[src/rtl/n_term_bist_pkg.sv]
// Shared constants, types and helpers for the north-terminal
// loopback BIST: wire groups, LFSR taps, FSM states.
package n_term_bist_pkg;

  localparam int WIRES = 52;

  localparam int S1_B  = 0;
  localparam int S1_W  = 4;
  localparam int S2_B  = 4;
  localparam int S2_W  = 8;
  localparam int S2B_B = 12;
  localparam int S2B_W = 8;
  localparam int S4_B  = 20;
  localparam int S4_W  = 16;
  localparam int SS4_B = 36;
  localparam int SS4_W = 16;

  // Galois right-shift form of x^52 + x^49 + 1.
  localparam int LFSR_W = 52;
  localparam logic [LFSR_W-1:0] LFSR_TAPS = 52'h9_0000_0000_0000;

  localparam logic [5:0] IDX_NONE = 6'd63;

  typedef enum logic [1:0] {
    ST_IDLE,
    ST_WALK,
    ST_LFSR,
    ST_DONE
  } state_t;

  // The south terminal reverses bit order inside each group.
  function automatic logic [WIRES-1:0] expected_loopback(
    input logic [WIRES-1:0] drive
  );
    logic [WIRES-1:0] e;
    int b;
    int w;
    e = '0;
    for (int k = 0; k < WIRES; k++) begin
      if (k < S2_B) begin
        b = S1_B;  w = S1_W;
      end else if (k < S2B_B) begin
        b = S2_B;  w = S2_W;
      end else if (k < S4_B) begin
        b = S2B_B; w = S2B_W;
      end else if (k < SS4_B) begin
        b = S4_B;  w = S4_W;
      end else begin
        b = SS4_B; w = SS4_W;
      end
      e[6'(k)] = drive[6'(2 * b + w - 1 - k)];
    end
    return e;
  endfunction

  function automatic logic [5:0] lowest_set(
    input logic [WIRES-1:0] m
  );
    logic [5:0] r;
    r = IDX_NONE;
    for (int i = WIRES - 1; i >= 0; i--) begin
      if (m[6'(i)]) r = 6'(i);
    end
    return r;
  endfunction

endpackage

[src/rtl/bist_lfsr52.sv]
// 52-bit Galois LFSR pattern source: load seed, then advance
// once per pattern on request.
module bist_lfsr52
  import n_term_bist_pkg::*;
#(
  parameter logic [LFSR_W-1:0] SEED = 52'h0_0000_0000_0001
) (
  input  logic              UserCLK,
  input  logic              RESET,
  input  logic              load,
  input  logic              advance,
  output logic [LFSR_W-1:0] state
);

  logic [LFSR_W-1:0] state_q;
  logic [LFSR_W-1:0] state_d;

  // Load has priority; advance shifts right and folds in taps.
  always_comb begin
    state_d = state_q;
    if (load) begin
      state_d = SEED;
    end else if (advance) begin
      state_d = (state_q >> 1) ^ (state_q[0] ? LFSR_TAPS : '0);
    end
  end

  // State register.
  always_ff @(posedge UserCLK or posedge RESET) begin
    if (RESET) state_q <= SEED;
    else       state_q <= state_d;
  end

  assign state = state_q;

endmodule

[src/rtl/n_term_loopback_bist.sv]
// North-edge loopback BIST: walking-one then LFSR patterns on
// S_BEG, checked against group-reversed N_END returns.
module n_term_loopback_bist
  import n_term_bist_pkg::*;
#(
  parameter int                NUM_PATTERNS  = 256,
  parameter int                SETTLE_CYCLES = 4,
  parameter logic [WIRES-1:0]  SEED          = 52'h0_0000_0000_0001
) (
  input  logic             UserCLK,
  input  logic             RESET,
  input  logic             start,
  output logic [WIRES-1:0] S_BEG,
  input  logic [WIRES-1:0] N_END,
  output logic             busy,
  output logic             done,
  output logic             pass,
  output logic [15:0]      err_count,
  output logic [5:0]       first_err_idx,
  output logic [15:0]      first_err_pattern
);

  localparam int CW = $clog2(SETTLE_CYCLES + 1);
  localparam logic [CW-1:0] CNT_SAMPLE = CW'(SETTLE_CYCLES - 1);
  localparam logic [CW-1:0] CNT_LAST   = CW'(SETTLE_CYCLES);
  localparam logic [15:0]   WALK_LAST  = 16'(WIRES - 1);
  localparam logic [15:0]   RUN_LAST   = 16'(WIRES + NUM_PATTERNS - 1);

  state_t           state_q, state_d;
  logic [15:0]      pat_q, pat_d;
  logic [CW-1:0]    cnt_q, cnt_d;
  logic [WIRES-1:0] nend_q, nend_d;
  logic [15:0]      err_q, err_d;
  logic [5:0]       fidx_q, fidx_d;
  logic [15:0]      fpat_q, fpat_d;
  logic             done_q, done_d;

  logic             lfsr_load;
  logic             lfsr_adv;
  logic [WIRES-1:0] lfsr_state;
  logic [WIRES-1:0] drive;
  logic [WIRES-1:0] mism;

  bist_lfsr52 #(
    .SEED (SEED)
  ) u_lfsr (
    .UserCLK (UserCLK),
    .RESET   (RESET),
    .load    (lfsr_load),
    .advance (lfsr_adv),
    .state   (lfsr_state)
  );

  // Pattern on the wires follows the phase; quiet outside a run.
  always_comb begin
    drive = '0;
    unique case (state_q)
      ST_WALK: drive = {{(WIRES-1){1'b0}}, 1'b1} << pat_q[5:0];
      ST_LFSR: drive = lfsr_state;
      default: drive = '0;
    endcase
  end

  assign mism = nend_q ^ expected_loopback(drive);

  // Next-state: run control, settle timing, compare and results.
  always_comb begin
    state_d   = state_q;
    pat_d     = pat_q;
    cnt_d     = cnt_q;
    nend_d    = nend_q;
    err_d     = err_q;
    fidx_d    = fidx_q;
    fpat_d    = fpat_q;
    done_d    = done_q;
    lfsr_load = 1'b0;
    lfsr_adv  = 1'b0;
    unique case (state_q)
      ST_IDLE, ST_DONE: begin
        if (start) begin
          state_d = ST_WALK;
          pat_d   = '0;
          cnt_d   = '0;
          err_d   = '0;
          fidx_d  = IDX_NONE;
          fpat_d  = '0;
          done_d  = 1'b0;
        end
      end
      ST_WALK, ST_LFSR: begin
        cnt_d = cnt_q + 1'b1;
        if (cnt_q == CNT_SAMPLE) nend_d = N_END;
        if (cnt_q == CNT_LAST) begin
          cnt_d = '0;
          pat_d = pat_q + 16'd1;
          if (|mism) begin
            if (err_q == 16'd0) begin
              fidx_d = lowest_set(mism);
              fpat_d = pat_q;
            end
            if (err_q != 16'hFFFF) err_d = err_q + 16'd1;
          end
          if (state_q == ST_WALK) begin
            if (pat_q == WALK_LAST) begin
              state_d   = ST_LFSR;
              lfsr_load = 1'b1;
            end
          end else begin
            lfsr_adv = 1'b1;
            if (pat_q == RUN_LAST) begin
              state_d = ST_DONE;
              done_d  = 1'b1;
            end
          end
        end
      end
      default: state_d = ST_IDLE;
    endcase
  end

  // Control, capture and result registers.
  always_ff @(posedge UserCLK or posedge RESET) begin
    if (RESET) begin
      state_q <= ST_IDLE;
      pat_q   <= '0;
      cnt_q   <= '0;
      nend_q  <= '0;
      err_q   <= '0;
      fidx_q  <= IDX_NONE;
      fpat_q  <= '0;
      done_q  <= 1'b0;
    end else begin
      state_q <= state_d;
      pat_q   <= pat_d;
      cnt_q   <= cnt_d;
      nend_q  <= nend_d;
      err_q   <= err_d;
      fidx_q  <= fidx_d;
      fpat_q  <= fpat_d;
      done_q  <= done_d;
    end
  end

  assign S_BEG             = drive;
  assign busy              = (state_q == ST_WALK) ||
                             (state_q == ST_LFSR);
  assign done              = done_q;
  assign pass              = done_q && (err_q == 16'd0);
  assign err_count         = err_q;
  assign first_err_idx     = fidx_q;
  assign first_err_pattern = fpat_q;

endmodule

[config.mk]
export PLATFORM = sky130hd
export DESIGN_NAME = n_term_loopback_bist
export DESIGN_NICKNAME = d
export VERILOG_FILES = /design/src/rtl/n_term_bist_pkg.sv /design/src/rtl/bist_lfsr52.sv /design/src/rtl/n_term_loopback_bist.sv
export SDC_FILE = /design/constraint.sdc
export NUM_CORES = 1
export LEC_CHECK = 0
export ABC_AREA = 1
export CORE_ASPECT_RATIO = 1.25
export CORE_MARGIN = 3
export CORE_UTILIZATION = 53
export DETAILED_ROUTE_END_ITERATION = 16
export HOLD_SLACK_MARGIN = 0.08
export PLACE_DENSITY_LB_ADDON = 0.25
export SYNTH_ARGS = -nofsm -noshare
export SYNTH_HDL_FRONTEND = slang
export SYNTH_SLANG_ARGS = --single-unit
[constraint.sdc]
create_clock -name UserCLK -period 7.8 [get_ports UserCLK]
set_input_delay 2.34 -clock UserCLK [delete_from_list [all_inputs] [get_ports UserCLK]]
set_output_delay 2.34 -clock UserCLK [all_outputs]
set_load 0.01 [all_outputs]
==> impl_metrics.ini <==
[detailed_routing]
drc_errors = 0
drt-total-wl_um = 22230
vias = 7205
drt-initial-drc-count = 539
ant_nets = 0
first_pass_iters = 5
wire_per_inst_um = 16.80
vias_per_cell = 5.446

[synth]
netlist_instances = 973
avgSynthCellArea_sq_um = 8.478
syn_nets = 1043
ys_warn_count = 0
ys_ff_latch = 160
syn-cell-area_sq_um = 8249
ys_types = 45
yosysSeqAreaShare_pct = 48.64

[worst_setup_path]
worstPathCellList = inv_1, ha_1, buf_4, a21oi_1, clkdlybuf4s50_1
start_kind = flop
slowest_delay_ns = 0.63
worstSetupEndpointType = output pin
critPathRequiredTime_ns = 5.46
cp_slowest_cell = clkdlybuf4s50_1
crit_fanout = 28
critical_path_arrival_ns = 2.99
crit_type = flop to output pin

[placement]
dpl.hpwl_um = 15790
io_buffers = 143
placed_area_sq_um = 9809
gp_congestion = 0.9547

[timing]
fin_crit_sh_pct = 68.31
slew_headroom_pct = 21.30
fin_crit_ns = 5.328
totalNegativeSetupSlack_ns = 0
hold_viol = 0
fmax_mhz = 187.7
setup_viol = 0
fin_skew_ns = 0.006206
rsz0062_at_grt = false
slew_violations = 0
worst_pin_slew_ns = 1.176

[cells_and_area]
final_common_cell = nand2_1
antennaDiodeCount = 0
final_cell_mix = nand2_1, dfrtp_1, clkdlybuf4s50_1, inv_1, a21oi_1
fin_area_sq_um = 10450
final_layout_size_suffix_gt1_share_pct = 10.58
nets = 1172
syn_to_final_growth_pct = 26.71

[clock_tree]
cts-buffers-inserted = 17
cts_resized = 0
cts-root-buf = clkbuf_16
clk_latency_ns = 0.43
cts_max_level = 4
clkTransAtPathRegs_ns = 0.06
cts_tree = done
postCtsSetupBuffers = 0
cts.sinks = 160
clockBufferDepth = 2
postCtsHoldBufs = 0

[run_status]
status = finished clean

[grt]
antenna_found_initial = 0
grt_use_total_pct = 26.17
grt_start_max_net_pins = 113
overflow = 0
grt_pass1_wl_um = 36070
grt_pass1_vias = 7298

[flow_run]
max_cap_violations = 0

[min_path]
hold_class = flop to flop

[floorplan]
die_area_sq_um = 17110
rows = 50
core-area_sq_um = 15140
io_pins = 148
start_util_pct = 54.49
die_x_um = 117.6
fp.dieH_um = 145.5

[power]
cellLeakagePower_nw = 4.568
ir_drop_mv = 0.2068
total_power_mw = 3.257
cellPowerDensity_nw_per_um2 = 311.6
[where the power goes]
part	internal, mW	leakage, nW	switching [mW]
clock network	0.567	0.295	0.348
registers	1.03	2.09	0.121
logic	0.437	2.19	0.753
total	2.04	4.57	1.22
[worst paths after layout]
kind                                      startpoint                   end  slack (ns)  cells after the start
worst min register to register  first_err_pattern[9]  first_err_pattern[9]        0.49                      2
worst max-delay path                      state_q[0]              S_BEG[2]        2.47                      5
min in group asynchronous                      RESET          err_count[0]        2.51                      2
worst max register to register            state_q[0]  first_err_pattern[3]        3.73                     15
max in group asynchronous                      RESET      u_lfsr.state[44]        4.02                      3
worst min-delay path            first_err_pattern[9]  first_err_pattern[9]        0.49                      2
[sequential cells by signal (all words and copies together) (netlist names)]
register and cells:
nend_q 48, done 1, pat_q 16, state_q 2
first_err_idx 6, u_lfsr.state 52, first_err_pattern 16, cnt_q 3
err_count 16
[through the flow]
step	worst slack (ns)	cells	util (%)	hold slack [ns]
after detailed placement	2.942	1291	64.79	0.4766
final	2.472	1323	69.04	0.4929
after CTS	2.489	1323	69.04	0.4943
after global placement	2.992	1291	64.79	0.4685
after floorplan	1.152	973	-	0.4798
after global routing	2.330	1323	69.04	0.5137
[layer usage]
| layer | GRT usage (%) | part of all wire [%] |
|---|---|---|
| met1 | 31.19 | 39 |
| met2 | 45.89 | 52 |
| met3 | 5.910 | 5.9 |
| met4 | 10.73 | 3.6 |
| met5 | 0 | 0 |
[cell usage after synthesis, drive strengths merged]
| master | number | area, sq um |
|---|---|---|
| dfrtp | 153 | 3829 |
| or3 | 1 | 11.26 |
| inv | 152 | 573.1 |
| dfstp | 7 | 183.9 |
| mux2 | 45 | 506.7 |
| a22oi | 5 | 37.54 |
| xnor2 | 5 | 43.79 |
| a211oi | 2 | 15.01 |
| a31oi | 1 | 6.260 |
| nand2 | 213 | 819.5 |
| nor3b | 2 | 20.02 |
| a311oi | 1 | 8.760 |
| nand3 | 35 | 185.2 |
| o21bai | 1 | 7.510 |
| nand3b | 1 | 7.510 |
| xor2 | 20 | 175.2 |
| nor4 | 17 | 106.4 |
| buf | 19 | 105.1 |
| clkbuf | 19 | 71.32 |
| a221o | 1 | 10.01 |
| clkinv | 3 | 12.51 |
| and3 | 2 | 12.51 |
| a21oi | 66 | 341.6 |
| o22a | 2 | 17.52 |
| nand4 | 4 | 25.02 |
| nor2 | 55 | 226.5 |
| o21ai | 45 | 225.2 |
| ha | 15 | 187.7 |
| nor3 | 25 | 125.1 |
| o22ai | 55 | 344.1 |
| a32oi | 1 | 8.760 |
[cells by family (layout without fill, tap and decap cells)]
kind of cell	count (synthesis)	count (layout)	synth area share, %
simple gates	355	355	18.66
buf+inv	193	335	9.237
compound gates	180	180	12.39
flops	160	160	48.64
mux	45	45	6.143
xor+xnor	25	25	2.654
fa+ha+maj	15	15	2.275
[area by class of cell]
| type | count | area, sq um |
|---|---|---|
| Timing Repair Buffer | 148 | 1469 |
| Tap cell | 208 | 260.3 |
| Sequential cell | 160 | 4013 |
| Clock inverter | 14 | 214.0 |
| Multi-Input combinational cell | 620 | 3477 |
| Fill cell | 1254 | 4687 |
| Inverter | 155 | 590.6 |
| Clock buffer | 18 | 429.2 |
[critical path: cells and delay by family (launching register included)]
kind | cells | cell delay, ns
adders and majority gates | 1 | 0.59
buffers and inverters | 3 | 1.09
AOI/OAI and AO/OA | 1 | 0.44
DFF | 1 | 0.40
Power figures use the tool's default switching activity.
==> variant: new RTL, same flow settings <==
The parameter `SETTLE_CYCLES` goes from 4 to 8.
--- a/src/rtl/n_term_loopback_bist.sv
+++ b/src/rtl/n_term_loopback_bist.sv
@@ -4,7 +4,7 @@
   import n_term_bist_pkg::*;
 #(
   parameter int                NUM_PATTERNS  = 256,
-  parameter int                SETTLE_CYCLES = 4,
+  parameter int                SETTLE_CYCLES = 8,
   parameter logic [WIRES-1:0]  SEED          = 52'h0_0000_0000_0001
 ) (
   input  logic             UserCLK,
Check against the original RTL: no difference found for any inputs over 4 cycles, from zero or initial values and one cycle with RESET high; that may be too few to reach the edited logic, so the function may still have changed.
==> variant against the original RTL <==
  * Core utilization fell by 0.40 points
  * Fmax fell by 3.3%
  * Non-clock buffer count increased by 1
  * Power fell by 1.8%
  * Critical path depth increased by 2
  * Register-to-register slack worse by 280 ps
  * Area after synthesis is 3.1% higher
  * Worst setup slack got worse by 180 ps
  * Routed wire length increased by 1.5%
  * Sequential cell count rose by 1
  * Synthesized cell count rose by 0.10%
  * Count of clock-buffer cells in the layout up 4
  * Design area is 2.7% higher
  * Largest power group unchanged
==> variant: results <==
[grt]
grt_use_total = 0.2621
grt_pass1_wl_um = 36940
globalRouteMet3Util = 0.04516
use_met2 = 0.4639
grt_util_met1 = 0.3131

[finish]
seq_area_frac = 0.3762
num-fill-cells = 1284
fin_cells = 1330
inv_count = 165
drive_gt1_frac = 0.1395
clkCellAreaFrac = 0.05946
multi_input_area_mm2 = 0.003679
bufAreaShareNonClock = 0.1376

[worst_setup_path]
crit_arrival_ps = 3170
path_max_fanout = 37

[yosys]
syn_inst = 974
synth_compound_area_frac = 0.1343
ys_seq_elements = 161
synthXorXnorAreaFrac = 0.02868
netlist_top_cells_area = dfrtp_1, nand2_1, inv_1, mux2_2, o22ai_1
synth_adder_area_share = 0.02059

[status]
status = completed

[place]
dp_hpwl_um = 16280
placed_area_mm2 = 0.01009
pre_cts_slack_ps = 2576

[drt]
wl_met3_um = 1125
wl_met1_um = 8748
drt_first_iter_violations = 571

[power_and_ir_drop]
ir_drop_mv = 0.2828

[sta]
relSlewSlack = 0.3704
==> variant: report_power, final <==
part / internal [mW] / leakage, nW / switching, mW / total, mW
Sequential: 1.03 / 2.10 / 0.112 / 1.14
Clock: 0.568 / 0.308 / 0.335 / 0.903
Combinational: 0.406 / 2.24 / 0.748 / 1.15
==> variant: worst max-delay path, delay by kind of cell, from the launching register on <==
kind	cells	cell delay, ps
fa+ha+maj	1	660
flops	1	420
buf+inv	4	1150
compound gates	1	350
simple gates	1	150
==> variant: worst paths after layout <==
check,slack (ps),depth (start not counted),start,to
setup / recovery,2290,7,state_q[0],S_BEG[0]
hold / removal,490,2,first_err_pattern[4],first_err_pattern[4]
setup reg to reg,3450,16,state_q[0],first_err_pattern[3]
hold reg to reg,490,2,first_err_pattern[4],first_err_pattern[4]
max in group asynchronous,3900,3,RESET,u_lfsr.state[35]
min in group asynchronous,2440,2,RESET,nend_q[39]
